### config.mk
export PLATFORM = sky130hd
export DESIGN_NAME = riscv_mc_controller_v2
export DESIGN_NICKNAME = d
export VERILOG_FILES = /design/src/rtl/riscv_mc_controller_v2.sv
export SDC_FILE = /design/constraint.sdc
export NUM_CORES = 1
export LEC_CHECK = 0
export CORE_ASPECT_RATIO = 0.7
export CORE_MARGIN = 5
export CORE_UTILIZATION = 29
export DETAILED_ROUTE_END_ITERATION = 10
export GPL_TIMING_DRIVEN = 0
export PLACE_DENSITY = 0.61
export SETUP_SLACK_MARGIN = 0.3
export SLEW_MARGIN = 5
export SYNTH_ARGS = -nofsm -noshare
export SYNTH_HDL_FRONTEND = slang
export SYNTH_SLANG_ARGS = --single-unit
export TNS_END_PERCENT = 100
### constraint.sdc
create_clock -name clk -period 1.9 [get_ports clk]
set_input_delay 0.38 -clock clk [delete_from_list [all_inputs] [get_ports clk]]
set_output_delay 0.38 -clock clk [all_outputs]
set_load 0.05 [all_outputs]
### src/rtl/riscv_mc_controller_v2.sv
// Multicycle Moore control unit for the 16-bit RISC-V core: memory handshake with
// watchdog, sticky HALT/TRAP terminal states and cycle / retired-instruction counters.
module riscv_mc_controller_v2 #(
  parameter int OP_W     = 3,
  parameter int CNT_W    = 16,
  parameter int MAX_WAIT = 15
) (
  input  logic             clk,
  input  logic             rst,
  input  logic [OP_W-1:0]  op,
  input  logic [2:0]       func3,
  input  logic [1:0]       Branch_funct,
  input  logic             zero,
  input  logic             less_greater,
  input  logic             mem_ready,
  output logic             PCWrite,
  output logic             adrSrc,
  output logic             memWrite,
  output logic             IRWrite,
  output logic             regWrite,
  output logic             mem_req,
  output logic [1:0]       resultSrc,
  output logic [1:0]       ALUSrcA,
  output logic [1:0]       ALUSrcB,
  output logic [2:0]       ALUControl,
  output logic [2:0]       immSrc,
  output logic             halted,
  output logic             trap,
  output logic [1:0]       trap_cause,
  output logic [CNT_W-1:0] cycle_cnt,
  output logic [CNT_W-1:0] instr_cnt
);

  localparam int WAIT_W = (MAX_WAIT < 2) ? 1 : $clog2(MAX_WAIT + 1);

  typedef enum logic [3:0] {
    RST_IDLE, FETCH, DECODE, EXEC_R, EXEC_I, ALU_WB, MEM_ADDR, MEM_READ,
    MEM_WB, MEM_WRITE, BRANCH, JAL, LUI, HALT, TRAP
  } state_e;

  state_e             state_q, state_d;
  logic [1:0]         cause_q, cause_d;
  logic [WAIT_W-1:0]  wait_q, wait_d;
  logic [CNT_W-1:0]   cycle_q, instr_q;

  logic [2:0] op_lo;
  logic       op_illegal;
  logic       mem_phase;
  logic       timeout;
  logic       taken;
  logic       active;
  logic       retire;

  assign op_lo      = op[2:0];
  assign op_illegal = (op >> 3) != '0;
  assign mem_phase  = (state_q == FETCH) || (state_q == MEM_READ) || (state_q == MEM_WRITE);
  // Fires on the MAX_WAIT-th consecutive unanswered request cycle; mem_ready overrides it.
  assign timeout    = (MAX_WAIT != 0) && mem_phase && !mem_ready &&
                      (int'(wait_q) == MAX_WAIT - 1);
  assign active     = !((state_q == RST_IDLE) || (state_q == HALT) || (state_q == TRAP));
  assign retire     = (state_d == FETCH) &&
                      ((state_q == ALU_WB) || (state_q == MEM_WB) ||
                       (state_q == MEM_WRITE) || (state_q == BRANCH));

  always_comb begin
    case (Branch_funct)
      2'b00:   taken = zero;
      2'b01:   taken = !zero;
      2'b10:   taken = less_greater;
      default: taken = !less_greater;
    endcase
  end

  always_comb begin
    state_d    = state_q;
    cause_d    = cause_q;
    PCWrite    = 1'b0;
    adrSrc     = 1'b0;
    memWrite   = 1'b0;
    IRWrite    = 1'b0;
    regWrite   = 1'b0;
    mem_req    = 1'b0;
    resultSrc  = 2'b00;
    ALUSrcA    = 2'b00;
    ALUSrcB    = 2'b00;
    ALUControl = 3'b000;
    immSrc     = 3'b000;
    halted     = 1'b0;
    trap       = 1'b0;
    case (state_q)
      RST_IDLE: state_d = FETCH;
      FETCH: begin
        mem_req   = 1'b1;
        ALUSrcB   = 2'b10;
        resultSrc = 2'b10;
        IRWrite   = mem_ready;
        PCWrite   = mem_ready;
        if (mem_ready) begin
          state_d = DECODE;
        end else if (timeout) begin
          state_d = TRAP;
          cause_d = 2'b10;
        end
      end
      DECODE: begin
        ALUSrcA = 2'b01;
        ALUSrcB = 2'b01;
        immSrc  = (op == OP_W'(5)) ? 3'b011 : 3'b010;
        if (op_illegal) begin
          state_d = TRAP;
          cause_d = 2'b01;
        end else begin
          case (op_lo)
            3'b000:  state_d = EXEC_R;
            3'b001:  state_d = EXEC_I;
            3'b010,
            3'b011:  state_d = MEM_ADDR;
            3'b100:  state_d = BRANCH;
            3'b101:  state_d = JAL;
            3'b110:  state_d = LUI;
            default: begin
              if (func3 == 3'b000) begin
                state_d = HALT;
              end else begin
                state_d = TRAP;
                cause_d = 2'b11;
              end
            end
          endcase
        end
      end
      EXEC_R: begin
        ALUSrcA    = 2'b10;
        ALUControl = func3;
        state_d    = ALU_WB;
      end
      EXEC_I: begin
        ALUSrcA    = 2'b10;
        ALUSrcB    = 2'b01;
        ALUControl = func3;
        state_d    = ALU_WB;
      end
      ALU_WB: begin
        regWrite = 1'b1;
        state_d  = FETCH;
      end
      MEM_ADDR: begin
        ALUSrcA = 2'b10;
        ALUSrcB = 2'b01;
        immSrc  = (op_lo == 3'b011) ? 3'b001 : 3'b000;
        state_d = (op_lo == 3'b011) ? MEM_WRITE : MEM_READ;
      end
      MEM_READ: begin
        mem_req = 1'b1;
        adrSrc  = 1'b1;
        if (mem_ready) begin
          state_d = MEM_WB;
        end else if (timeout) begin
          state_d = TRAP;
          cause_d = 2'b10;
        end
      end
      MEM_WB: begin
        resultSrc = 2'b01;
        regWrite  = 1'b1;
        state_d   = FETCH;
      end
      MEM_WRITE: begin
        mem_req  = 1'b1;
        adrSrc   = 1'b1;
        memWrite = !timeout;
        if (mem_ready) begin
          state_d = FETCH;
        end else if (timeout) begin
          state_d = TRAP;
          cause_d = 2'b10;
        end
      end
      BRANCH: begin
        ALUSrcA    = 2'b10;
        ALUControl = 3'b001;
        PCWrite    = taken;
        state_d    = FETCH;
      end
      JAL: begin
        ALUSrcA = 2'b01;
        ALUSrcB = 2'b10;
        PCWrite = 1'b1;
        state_d = ALU_WB;
      end
      LUI: begin
        ALUSrcA = 2'b11;
        ALUSrcB = 2'b01;
        immSrc  = 3'b100;
        state_d = ALU_WB;
      end
      HALT:    halted = 1'b1;
      TRAP:    trap   = 1'b1;
      default: state_d = RST_IDLE;
    endcase
  end

  always_comb begin
    wait_d = wait_q;
    if ((state_d != state_q) || mem_ready) begin
      wait_d = '0;
    end else if (mem_phase) begin
      wait_d = wait_q + WAIT_W'(1);
    end
  end

  always_ff @(posedge clk) begin
    if (!rst) begin
      state_q <= RST_IDLE;
      cause_q <= '0;
      wait_q  <= '0;
      cycle_q <= '0;
      instr_q <= '0;
    end else begin
      state_q <= state_d;
      cause_q <= cause_d;
      wait_q  <= wait_d;
      if (active) cycle_q <= cycle_q + CNT_W'(1);
      if (retire) instr_q <= instr_q + CNT_W'(1);
    end
  end

  assign trap_cause = cause_q;
  assign cycle_cnt  = cycle_q;
  assign instr_cnt  = instr_q;

endmodule

# --- After elaboration in Yosys (flattened, before gate mapping) ---
# Cells that the tools add are included.
# Widths: inputs -> output; s select.
word_totals:
  regBits: 42
  in_bits: 13
  word_cells: 102
classes:
  add_sub_neg: 3
  n_eq_ne: 29
  muxes: 29
  bitwise: 1
  reduce_logical: 35
ops:
  columns: ["cell", "n"]
  rows:
  - ["$add 16x1->16 const B", 2]
  - ["$pmux 4 s8", 1]
  - ["$eq 4x4->1 const B", 7]
  - ["$pmux 4 s6", 1]
  - ["$mux 4", 5]
  - ["$eq 4x3->1 const B", 4]
  - ["$reduce_or 2->1", 8]
  - ["$reduce_or 4->1", 4]
  - ["$eq 4x2->1 const B", 3]
  - ["$pmux 2 s2", 3]
  - ["$mux 2", 5]
  - ["$eq 3x3->1 const B", 3]
  - ["$mux 1", 9]
  - ["$pmux 3 s3", 1]
  - ["$eq 4x1->1 const B", 2]
  - ["$logic_or 1x1->1", 8]
  - ["$reduce_or 7->1", 1]
  - ["$eq 3x2->1 const B", 2]
  - ["$logic_not 3->1", 2]
  - ["$ne 2x2->1 const B", 3]
  - ["$pmux 1 s3", 2]
  - ["$pmux 2 s3", 1]
  - ["$pmux 3 s2", 1]
  - ["$reduce_and 5->1", 1]
  - ["13 further kinds", 18]

# --- Longest topological paths before layout ---
depth:
  ltp_word: 11
  mapped_depth: 9

# --- Worst setup path before layout ---
# Ideal clock, no wire load.
synth_timing:
  path_kind: "register to output"
  from: "register state_q[2]"
  to: "output immSrc[0]"
  t_arrival_ns: 2.925
  t_required_ns: 1.520
  path_slack_ns: -1.405
  path_stages_with_launch: 8
  path_buffers: 3
  path_cell_list: "dfxtp_1 -> buf_2 -> clkbuf_1 -> buf_1 -> nand2_1 -> nor2_1 -> a21oi_1 -> nor4b_1"
synth_between:
  elab_chain_len: 2
  elab_cells_between_ends: 4
synth_rtl:
  columns: ["element", "line", "source"]
  rows:
  - ["start, declared", "41", "state_e state_q, state_d;"]
  - ["start signal, assigned", "220", "state_q <= state_d;"]
  - ["$eq 4x4->1, or another cell as far along", "90", "case (state_q)"]
  - ["$pmux 3 s3 *", "90", null]
  - ["end, declared", "26", "output logic [2:0] immSrc,"]
# Mark *: on every way between the ends. The rest lies on a longest branch, timed or not.

# --- Worst setup path after layout ---
layout_timing:
  from: "register state_q[2]"
  to: "register instr_q[15], in the netlist instr_cnt[15]"
layout_between:
  elab_chain_len: 10
  elab_cells_between_ends: 32
layout_rtl:
  columns: ["element", "line", "source"]
  rows:
  - ["$eq 4x1->1 / $eq 4x3->1 (equally long branches)", "56, 90", null]
  - ["$logic_or 1x1->1 (2 in series)", "56", "assign mem_phase = (state_q == FETCH) || (state_q == MEM_READ) || (state_q == MEM_WRITE);"]
  - ["$logic_and 1x1->1 (2 in series)", "58", "assign timeout = (MAX_WAIT != 0) && mem_phase && !mem_ready &&"]
  - ["$mux 4", "100, 158, 174", null]
  - ["$mux 4, on equally long branches", "172, 156, 98", null]
  - ["$pmux 4 s8", "90", null]
  - ["$eq 4x1->1", "61", "assign retire = (state_d == FETCH) &&"]
  - ["$logic_and 1x1->1 *", "61", null]
  - ["end signal, assigned", "224", "if (retire) instr_q <= instr_q + CNT_W'(1);"]
  - ["end, declared", "44", "logic [CNT_W-1:0] cycle_q, instr_q;"]
# Marks and branches as above.
# A chain may end at the register's enable or synchronous reset.

==> flow_metrics.py <==
metrics = {
    "timing": {
        "finalSetupViolCount": 45,
        "slew_headroom_pct": 66.0,
        "tns_ps": -4970,
        "timing.fmax_mhz": 465,
        "worstMarginPinSlew_ps": 502,
        "setup_slack_ps": -251,
        "clock_skew_ps": 6.05,
        "rsz0062_at_grt": "yes",
        "report.final.slew_viol_count": 0,
        "min_period_ps": 2150,
        "hold_viol": 0,
        "finalCritPeriodShare_pct": 113,
    },
    "power": {
        "seqPwrFrac_pct": 23.7,
        "leakage_uw": 0.00221,
        "powerDensity_nw_per_um2": 738,
        "ir_worst_vdd_v": 0.000402,
        "power_frac_comb_pct": 52.3,
        "clock_power_share_pct": 23.9,
        "p_int_uw": 2580,
        "p_sw_share_pct": 37.0,
        "power.switching_uw": 1510,
    },
    "clock_network": {
        "numCtsBuffers": 5,
        "insertion_delay_ps": 290,
        "clockBufferDepth": 2,
        "cts_tree": "yes",
        "cts_hold_buf": 0,
        "cts_sinks": 42,
        "root_buffer": "clkbuf_16",
        "clkTransAtPathRegs_ps": 60,
        "h-tree-depth": 2,
    },
    "drt": {
        "drt-pass1-iter-count": 5,
        "postRouteAntennaNets": 0,
        "drc_errors": 0,
        "vias": 3607,
        "initialDrtViolationCount": 351,
        "vias_per_cell": 5.60,
        "detail_route.wl_per_cell_um": 18.7,
        "wl_um": 12000,
    },
    "yosys": {
        "synth.area.top_cells": "dfxtp_1, a21oi_1, nor2_1, or4_1, o31ai_1",
        "synth_top_area_cell": "dfxtp_1",
        "synth-warning-count": 0,
        "seq_area_frac_synth_pct": 31.0,
        "postSynth.asyncResetShare_pct": 0,
        "syn_area_um2": 2710,
        "ys_ff_latch": 42,
        "synth.cells.most_frequent": "dfxtp_1, a21oi_1, nor2_1, nand2_1, or4_1",
        "synth_ff_type": "dfxtp_1",
        "synth_edf_count": 0,
        "syn_inst": 348,
        "synth_fp_nets": 365,
        "yosysMostFrequentCell": "dfxtp_1",
        "synth_top_area_share_pct": 31.0,
        "synth.avg_cell_area_um2": 7.79,
        "ys_types": 60,
    },
    "global_route": {
        "grt_overflow": 0,
        "grt_usage_pct": 18.7,
        "grt_pass1_wl_um": 17700,
        "grt_max_degree": 14,
        "grt_pass1_vias": 3338,
        "antenna_found_initial": 0,
    },
    "setup_path": {
        "r2r_start": "state_q[2]$_SDFF_PN0_",
        "crit_fanout": 5,
        "path_cells": "buf_6 -> buf_6 -> buf_6 -> nand4b_1 -> o211a_1 -> o2111ai_4 -> buf_6 -> buf_6 -> or4_4 -> a21oi_2",
        "crit_end": "instr_cnt[15]$_SDFFE_PN0P_",
        "ff2ff_path_depth": 10,
        "cp-start-kind": "flop",
        "crit_path_end_kind": "flop",
        "cp.required_ps": 2130,
        "critical_path_cell_count": 10,
        "cp_slowest_stage_delay_ps": 500,
        "crit_type": "reg -> reg",
        "slowest_stage": "or4_4",
        "r2r-end": "instr_cnt[15]$_SDFFE_PN0P_",
        "reg2reg_slack_ps": -250,
        "cp.buffers_inverters": 5,
        "path_delay_family": "buffers and inverters",
        "crit_path_frequent_cell": "buf_6",
        "crit_start": "state_q[2]$_SDFF_PN0_",
        "critical_path_arrival_ps": 2380,
    },
    "placed_design": {
        "post-place-ws_ps": -1020,
        "io_buffer_count": 66,
        "gp_congestion": 0.924,
        "place_hpwl_um": 6750,
    },
    "floorplan": {
        "die_area_um2": 11400,
        "fp.dieH_um": 90.9,
        "ioPinCount": 67,
        "core_um2": 9110,
        "initial_core_util_pct": 29.8,
        "die_w_um": 126,
        "rows": 29,
    },
    "finish": {
        "area_growth_pct": 104,
        "fill_cells": 709,
        "layout-drive-gt1-share_pct": 52.9,
        "nets": 536,
        "antenna_cells": 0,
    },
    "flow_run": {
        "drv_cap": 0,
    },
    "run_status": {
        "status": "finished, violations left",
        "failed_checks": "negative setup slack",
    },
    "hold_path": {
        "hp-class": "reg -> reg",
    },
}
==> sequential cells by signal, summed over array words and instances, names as in the netlist <==
register / flops
cycle_cnt: 16
trap_cause: 2
state_q: 4
wait_q: 4
instr_cnt: 16
==> worst register-to-register path, delay by kind of cell (launching register included) <==
family,cells,cell delay (ps)
buffers and inverters,5,640
flip-flops,1,350
AO/OA/AOI/OAI,3,500
AND/OR/NAND/NOR,2,600
==> worst min-delay path by stage <==
| stage | start | endpoint | slack (ps) | cells past startpoint |
|---|---|---|---|---|
| 4_1_cts | cycle_cnt[11]$_SDFFE_PN0N_ | cycle_cnt[11]$_SDFFE_PN0N_ | 490 | 2 |
| 6_report | cycle_cnt[11]$_SDFFE_PN0N_ | cycle_cnt[11]$_SDFFE_PN0N_ | 490 | 2 |
| 5_1_grt | instr_cnt[8]$_SDFFE_PN0P_ | instr_cnt[8]$_SDFFE_PN0P_ | 510 | 2 |
| 2_1_floorplan | wait_q[3]$_SDFFE_PP0N_ | wait_q[3]$_SDFFE_PP0N_ | 510 | 2 |
| 3_3_place_gp | cycle_cnt[15]$_SDFFE_PN0N_ | cycle_cnt[15]$_SDFFE_PN0N_ | 460 | 2 |
| 3_5_place_dp | cycle_cnt[11]$_SDFFE_PN0N_ | cycle_cnt[11]$_SDFFE_PN0N_ | 480 | 2 |
==> logic make-up (layout without fill, tap and decap cells) <==
group,after synthesis,count (layout),share of synthesized area [%]
adders and majority gates,4,4,1.85
and+or+nand+nor,165,165,34.2
xor gates and xnor gates,10,10,3.23
AOI/OAI and AO/OA,88,88,22.3
muxes,6,6,2.21
buffers and inverters,33,205,5.17
DFF,42,42,31.0
==> cells in the final DEF (no fill, tap or decap), drive strengths merged, types with 5 or more instances in the layout <==
master / netlist / final
clkbuf: 13 / 25
nand4: 9 / 9
mux2i: 6 / 6
dfxtp: 42 / 42
nand2b: 15 / 15
and2: 7 / 7
o21ai: 10 / 10
nor2: 34 / 34
or3: 7 / 7
a21oi: 34 / 34
clkdlybuf4s50: 0 / 5
o211ai: 5 / 5
clkdlybuf4s15: 0 / 13
nand3: 13 / 13
dlygate4sd2: 0 / 20
nor3: 10 / 10
nand2: 25 / 25
o31ai: 15 / 15
buf: 11 / 127
xnor2: 6 / 6
inv: 9 / 8
and3: 8 / 8
or4: 16 / 16
==> timing repair <==
item / 4_1_cts / 5_1_grt
setup buffers: 60 / 32
gates resized for setup: 329 / 61
setup endpoints to repair: 95 / 75
pin swaps: 48 / 38
cloned: 4 / 2
==> area by class of cell <==
type,count,area (µm²),area share [%]
plain buffers,24,339,6.12
clock buffers,5,125,2.26
clock inverters,3,40.0,0.723
inverters,9,42.5,0.768
multi-input cells,273,2300,41.5
flip-flops and latches,42,900,16.2
well taps,124,155,2.80
repair buffers,164,1640,29.6
==> stage by stage <==
step | utilization, % | hold WS [ps] | power [µW] | cells | instance area (µm²)
final | 60.8 | 486 | 4090 | 644 | 5540
after global routing | 60.8 | 511 | 4220 | 644 | 5540
after CTS | 55.4 | 486 | 3730 | 610 | 5040
after detailed placement | 42.1 | 479 | 2180 | 538 | 3840
after global placement | 42.1 | 460 | 2170 | 538 | 3840
after floorplan | - | 509 | 1850 | 348 | 3020
==> power by group through the flow <==
stage          sequential (µW)  clock [µW]  combinational (µW)
2_1_floorplan             1060           0                 789
3_3_place_gp               985           0                1180
3_5_place_dp               988           0                1190
4_1_cts                    964         988                1780
5_1_grt                    976        1030                2210
6_report                   970         977                2140
==> per-layer routing <==
layer	global-route usage, %	part of all wire, %	vias to the layer above
li1	-	-	1642
met1	26.3	44	1762
met2	29.4	47	166
met3	5.14	6.8	37
met4	2.53	2.1	0
met5	0	0	-
(Power assumes the default switching activity.)
==> RTL change 1 (same flow settings) <==
`MAX_WAIT`: 15 -> 14.
--- a/src/rtl/riscv_mc_controller_v2.sv
+++ b/src/rtl/riscv_mc_controller_v2.sv
@@ -4,5 +4,5 @@
   parameter int OP_W     = 3,
   parameter int CNT_W    = 16,
-  parameter int MAX_WAIT = 15
+  parameter int MAX_WAIT = 14
 ) (
   input  logic             clk,
Formal check against the unedited RTL: same outputs for any inputs over 10 cycles, from zero or initial values and one cycle with rst low; that may be too few to reach the edited logic, so the function may still have changed.
==> RTL change 1 against the original RTL <==
The run still ends with setup timing left. Cell area is 5.4% lower. Worst hold slack got worse by 0.069 ns. Wire length shrank 12%. Combinational power is 8% higher. Clock power grew 2%. Sequential cell count unchanged. Fmax fell by 1.2%. Total power is 5.4% higher. Worst setup slack got worse by 0.025 ns. Critical path depth shrank 3. Area after synthesis shrank 3.1%. Largest cell class unchanged.
==> RTL change 1: results (changes against the original RTL) <==
Placed design
  – Post-DP HPWL: 5.74 mm (-15%)
  – Port Buffers: 63 (-4.5%)
  – Placed Instance Area: 0.00377 mm2 (-1.9%)
  – Dpl cells: 517 (-3.9%)
  – GPL Wtd Cong: 0.920 (-0.38%)

Pwr
  – Leak: 2.13 nW (-3.7%)
  – Worst VDD drop: 0.550 mV (+37%)

STA
  – Final worst slack: -0.276 ns (-0.0252 ns)
  – # setup viols final: 41 (-8.9%)
  – Relative max-transition margin: 57.7% (-8.3 points)
  – Clock skew: 0.00799 ns (+0.00194 ns)
  – Setup tns final: -4.17 ns (+0.795 ns)

Setup path
  – Critical path peak fanout: 9 (+4)
  – Worst path max stage delay: 0.41 ns (-0.09 ns)
  – CP max stage cell: or3_4
  – R2R depth: 12 (+2)
  – Arrival time worst endpoint: 1.80 ns (-0.58 ns)

Layout
  – Register Area: 902 um2 (+0.28%)
  – Ant. Diodes: 0 (unchanged)
  – Nets: 498 (-7.1%)
  – Fill cells: 735 (+3.7%)
  – Share of cells above drive strength 1: 58.3% (+5.4 points)

Routing
  – Vias/cell: 5.00 (-11%)
  – Routed wl met2: 4.90 mm (-13%)
  – DR WL met3: 670 um (-18%)
  – WL per Instance: 17.5 um (-6.2%)
  – Max layer used: met4
  – Vias: 3028 (-16%)
  – Iter 0 DRT Violations: 168 (-52%)
  – DRT met1 WL: 4.70 mm (-12%)
  – Iteration count of the initial detailed-routing pass: 4 (-1)

Hold path
  – Tightest Hold Check Type: in -> reg
  – Hold Crit Depth: 3 (+1)

Yosys
  – Top FF cell, synth: dfxtp_1
  – Post-synthesis sequential area ratio: 32.0% (+0.99 points)
  – Post-Syn Nets: 347 (-4.9%)
  – Synth area leaders: dfxtp_1, nor2_1, xnor2_1, nand2_1, xor2_1
  – Gate Count Post-Synth: 330 (-5.2%)
  – Synth unique cells: 60 (unchanged)
  – Synth top cells by count: nor2_1, dfxtp_1, nand2_1

GRT
  – GRT Overall Usage: 17.9% (-0.85 points)
  – Largest net degree at the start of global routing: 15 (+1)
  – Initial antenna violation count: 0 (unchanged)
  – Global-route wire length before repair: 15.6 mm (-12%)

Status
  – Failing checks: setup timing
  – Outcome: finished, violations left
RTL change 1: cell types whose count changed in the layout (fill, tap and decap cells not counted), sizes merged, moves of 4 or more:
cell | before | now
a21oi | 34 | 13
and2 | 7 | 11
buf | 127 | 114
clkdlybuf4s15 | 13 | 8
nand2 | 25 | 32
nand2b | 15 | 8
nor2 | 34 | 47
nor3 | 10 | 16
o31ai | 15 | 2
or3 | 7 | 2
or4 | 16 | 1
xnor2 | 6 | 19
xor2 | 4 | 13
RTL change 1: critical path, delay by kind of cell:
kind	cells	cell delay, ns
AO/OA/AOI/OAI	2	0.22
buffers and inverters	3	0.66
AND/OR/NAND/NOR	2	0.54
RTL change 1: final timing paths:
check / slack [ns] / from / end
worst max register to register: -0.20 / state_q[3] / instr_cnt[0]
worst max-delay path: -0.28 / mem_ready / PCWrite
worst min register to register: 0.46 / trap_cause[0] / trap_cause[0]
worst min-delay path: 0.42 / op[1] / trap_cause[0]
RTL change 1: report_power, final:
part	internal, mW	leakage (nW)	switching [mW]
logic	1.09	1.69	1.23
clock network	0.623	0.0842	0.371
registers	0.930	0.356	0.0615
total	2.64	2.13	1.66
RTL change 1: final cells by class:
type                    instances  share of cell area, %
plain buffers                  19                   4.58
inverters                       9                  0.740
clock inverters                 3                  0.836
well taps                     124                   2.96
repair buffers                144                   26.9
multi-input cells             260                   44.3
flip-flops and latches         42                   17.2
clock buffers                   5                   2.39
RTL change 1: cell families (layout without fill, tap and decap cells):
group	after synthesis	in the layout	synth area share (%)
flip-flops	42	42	32.0
AO/OA/AOI/OAI	50	50	13.3
multiplexers	4	4	1.52
buffers and inverters	28	180	5.38
adder cells (fa/ha/maj)	4	4	1.90
AND/OR/NAND/NOR	170	170	35.3
XOR/XNOR	32	32	10.7
RTL change 1: what timing repair did:
action | CTS | global route
resized for setup | 306 | 75
hold buffers | 0 | 0
hold endpoints to repair | 0 | 0
pin swaps | 50 | 45
setup endpoints to repair | 89 | 76
buffers inserted | 47 | 31
gates cloned | 3 | 0
RTL change 1: per-layer routing:
| layer | up-vias | GRT usage [%] |
|---|---|---|
| met5 | - | 0 |
| met4 | 0 | 5.43 |
| met3 | 34 | 4.88 |
| met2 | 111 | 28.8 |
| met1 | 1429 | 23.5 |
| li1 | 1454 | - |
RTL change 1: per-stage QoR:
step           worst slack [ns]  total power [mW]  hold WS (ns)
2_1_floorplan            0.0696              2.01         0.503
3_3_place_gp              -1.18              2.35         0.448
3_5_place_dp              -1.16              2.36         0.454
4_1_cts                  -0.239              3.87         0.412
5_1_grt                  -0.312              4.46         0.462
6_report                 -0.276              4.31         0.417
==> RTL change 2 (config.mk and constraints unchanged) <==
Made on the original files. Register the output `instr_cnt` once more; this adds one clock of latency there. The other outputs are not delayed to match.
--- a/src/rtl/riscv_mc_controller_v2.sv
+++ b/src/rtl/riscv_mc_controller_v2.sv
@@ -228,5 +228,7 @@
   assign trap_cause = cause_q;
   assign cycle_cnt  = cycle_q;
-  assign instr_cnt  = instr_q;
+  always_ff @(posedge clk) begin
+    instr_cnt <= instr_q;
+  end
 
 endmodule
Behaviour: not the same (a bounded check fails within 10 cycles, from zero or initial values and one cycle with rst low).
==> RTL change 2 against the original RTL <==
The run still ends with setup timing left. Clock power up 45%. Cell area is 3.4% lower. Critical path depth shrank 4. Sequential cell count is 16 higher. Global-route usage shrank 3.8 points. Area after synthesis increased by 13%. Total power decreased by 7.5%. Worst setup slack worse by 0.0078 ns. Wire length fell by 19%. Core utilization fell by 9.0 points.
==> RTL change 2: results (changes against the original RTL) <==
Clocking
  – Total CTS buffers: 9 (+4)
  – Htree depth: 3 (+1)
  – Clock Latency Late Sink: 0.31 ns (+0.02 ns)
  – Clk slew on worst S/H paths: 0.05 ns

Hold path
  – Hold Crit Depth: 0 (-2)

Yosys
  – Synth area leaders: dfxtp_1, and2_1, xnor2_1, o21ai_0, xor2_1
  – Post-Syn Nets: 372 (+1.9%)
  – Post-synthesis sequential area ratio: 38.0% (+7.0 points)
  – Synth unique cells: 57 (-5.0%)
  – Synth top cells by count: dfxtp_1, and2_1, nor2_1

Placed design
  – Post-DP HPWL: 6.30 mm (-6.7%)
  – GPL Wtd Cong: 0.872 (-5.5%)
  – Port Buffers: 65 (-1.5%)

STA
  – # setup viols final: 28 (-38%)
  – Clock skew: 0.00441 ns (-0.00164 ns)
  – Worst hold margin: 0.355 ns (-0.130 ns)
  – Final worst slack: -0.259 ns (-0.00777 ns)
  – Slew @ Worst Pin: 0.583 ns (+0.0818 ns)

Layout
  – Share of cells above drive strength 1: 45.1% (-7.7 points)
  – Fill cells: 929 (+31%)
  – Nets: 487 (-9.1%)

GRT
  – Global-route wire length before repair: 15.4 mm (-13%)
  – Met3 usage: 4.39% (-0.75 points)
  – GRT Overall Usage: 14.9% (-3.8 points)
  – Vias in the first global route: 3026 (-9.3%)
  – Largest net degree at the start of global routing: 11 (-3)
  – GR Layer Usage met1: 19.1% (-7.1 points)
  – M2 GR Usage: 24.8% (-4.6 points)

Pwr
  – Worst VDD drop: 0.456 mV (+13%)
  – Leak: 2.15 nW (-2.9%)

Routing
  – Drt total wl: 9.74 mm (-19%)
  – Iter 0 DRT Violations: 154 (-56%)
  – Iteration count of the initial detailed-routing pass: 4 (-1)
  – Vias: 3089 (-14%)

Setup path
  – R2R depth: 8 (-2)
  – Top delay family on crit path: simple AND/OR/NAND/NOR gates
  – Critical path peak fanout: 4 (-1)
  – R2r setup slk: -0.18 ns (+0.07 ns)
  – Arrival time worst endpoint: 1.78 ns (-0.60 ns)
  – CP max stage cell: or4b_4
  – Worst path max stage delay: 0.56 ns (+0.06 ns)

Status
  – Outcome: finished, violations left
  – Failing checks: setup timing
RTL change 2: cell count changes after synthesis, sizes merged, moves of 12 or more:
cell / unedited run / this run
a21oi: 34 / 14
nor2: 34 / 19
xnor2: 6 / 18
or4: 16 / 0
and2: 7 / 28
dfxtp: 42 / 58
o31ai: 15 / 2
RTL change 2: what timing repair did:
item                                    in CTS  in global routing
cloned                                       1                  0
setup buffers                               27                 11
pin swaps                                   34                 34
gates resized for setup                    286                 75
hold buffers                                 0                  0
endpoints found under the setup margin      94                 73
RTL change 2: final timing paths:
| kind | start | to |
|---|---|---|
| setup / recovery | state_q[0] | immSrc[0] |
| hold / removal | instr_q[6] | instr_cnt[6] |
| setup reg to reg | state_q[0] | wait_q[0] |
| hold reg to reg | instr_q[6] | instr_cnt[6] |
RTL change 2: power breakdown:
part	switching [mW]	internal, mW
sequential	0.0354	1.25
clock	0.517	0.902
combinational	0.631	0.444
total	1.18	2.60
RTL change 2: cell families (layout without fill, tap and decap cells):
group / count (synthesis) / in the layout / synth area share, %
compound gates: 76 / 76 / 18.1
xor+xnor: 27 / 27 / 7.74
fa+ha+maj: 4 / 4 / 1.64
flops: 58 / 58 / 38.0
mux: 4 / 4 / 1.31
buf+inv: 32 / 150 / 4.30
simple gates: 154 / 155 / 28.8
RTL change 2: per-stage QoR:
stage	cells	utilization (%)	TNS [ns]	cell area, um2	setup slack (ns)
after floorplan	355	-	-0.119	3350	-0.119
after global placement	552	40.4	-16.18	4160	-1.01
after detailed placement	552	40.4	-16.90	4160	-1.06
after CTS	595	48.5	-2.53	5010	-0.279
after global routing	606	51.8	-5.44	5350	-0.313
final	606	51.8	-3.27	5350	-0.259
RTL change 2: final cells by class:
type                       count  area [um2]  area share (%)
buffer                        20         235            4.40
clock buffer                  10         239            4.47
clock inverter                 5        31.3           0.585
inverter                      12        53.8            1.01
multi-input combinational    266        2440            45.6
sequential                    58        1180            22.2
tap                          132         165            3.09
timing repair buffer         103         997            18.7
RTL change 2: layer usage:
| metal | part of all wire (%) | up-vias |
|---|---|---|
| li1 | - | 1512 |
| met1 | 46 | 1498 |
| met4 | 0.84 | 0 |
| met5 | 0 | - |
| met2 | 48 | 69 |
| met3 | 5.0 | 10 |
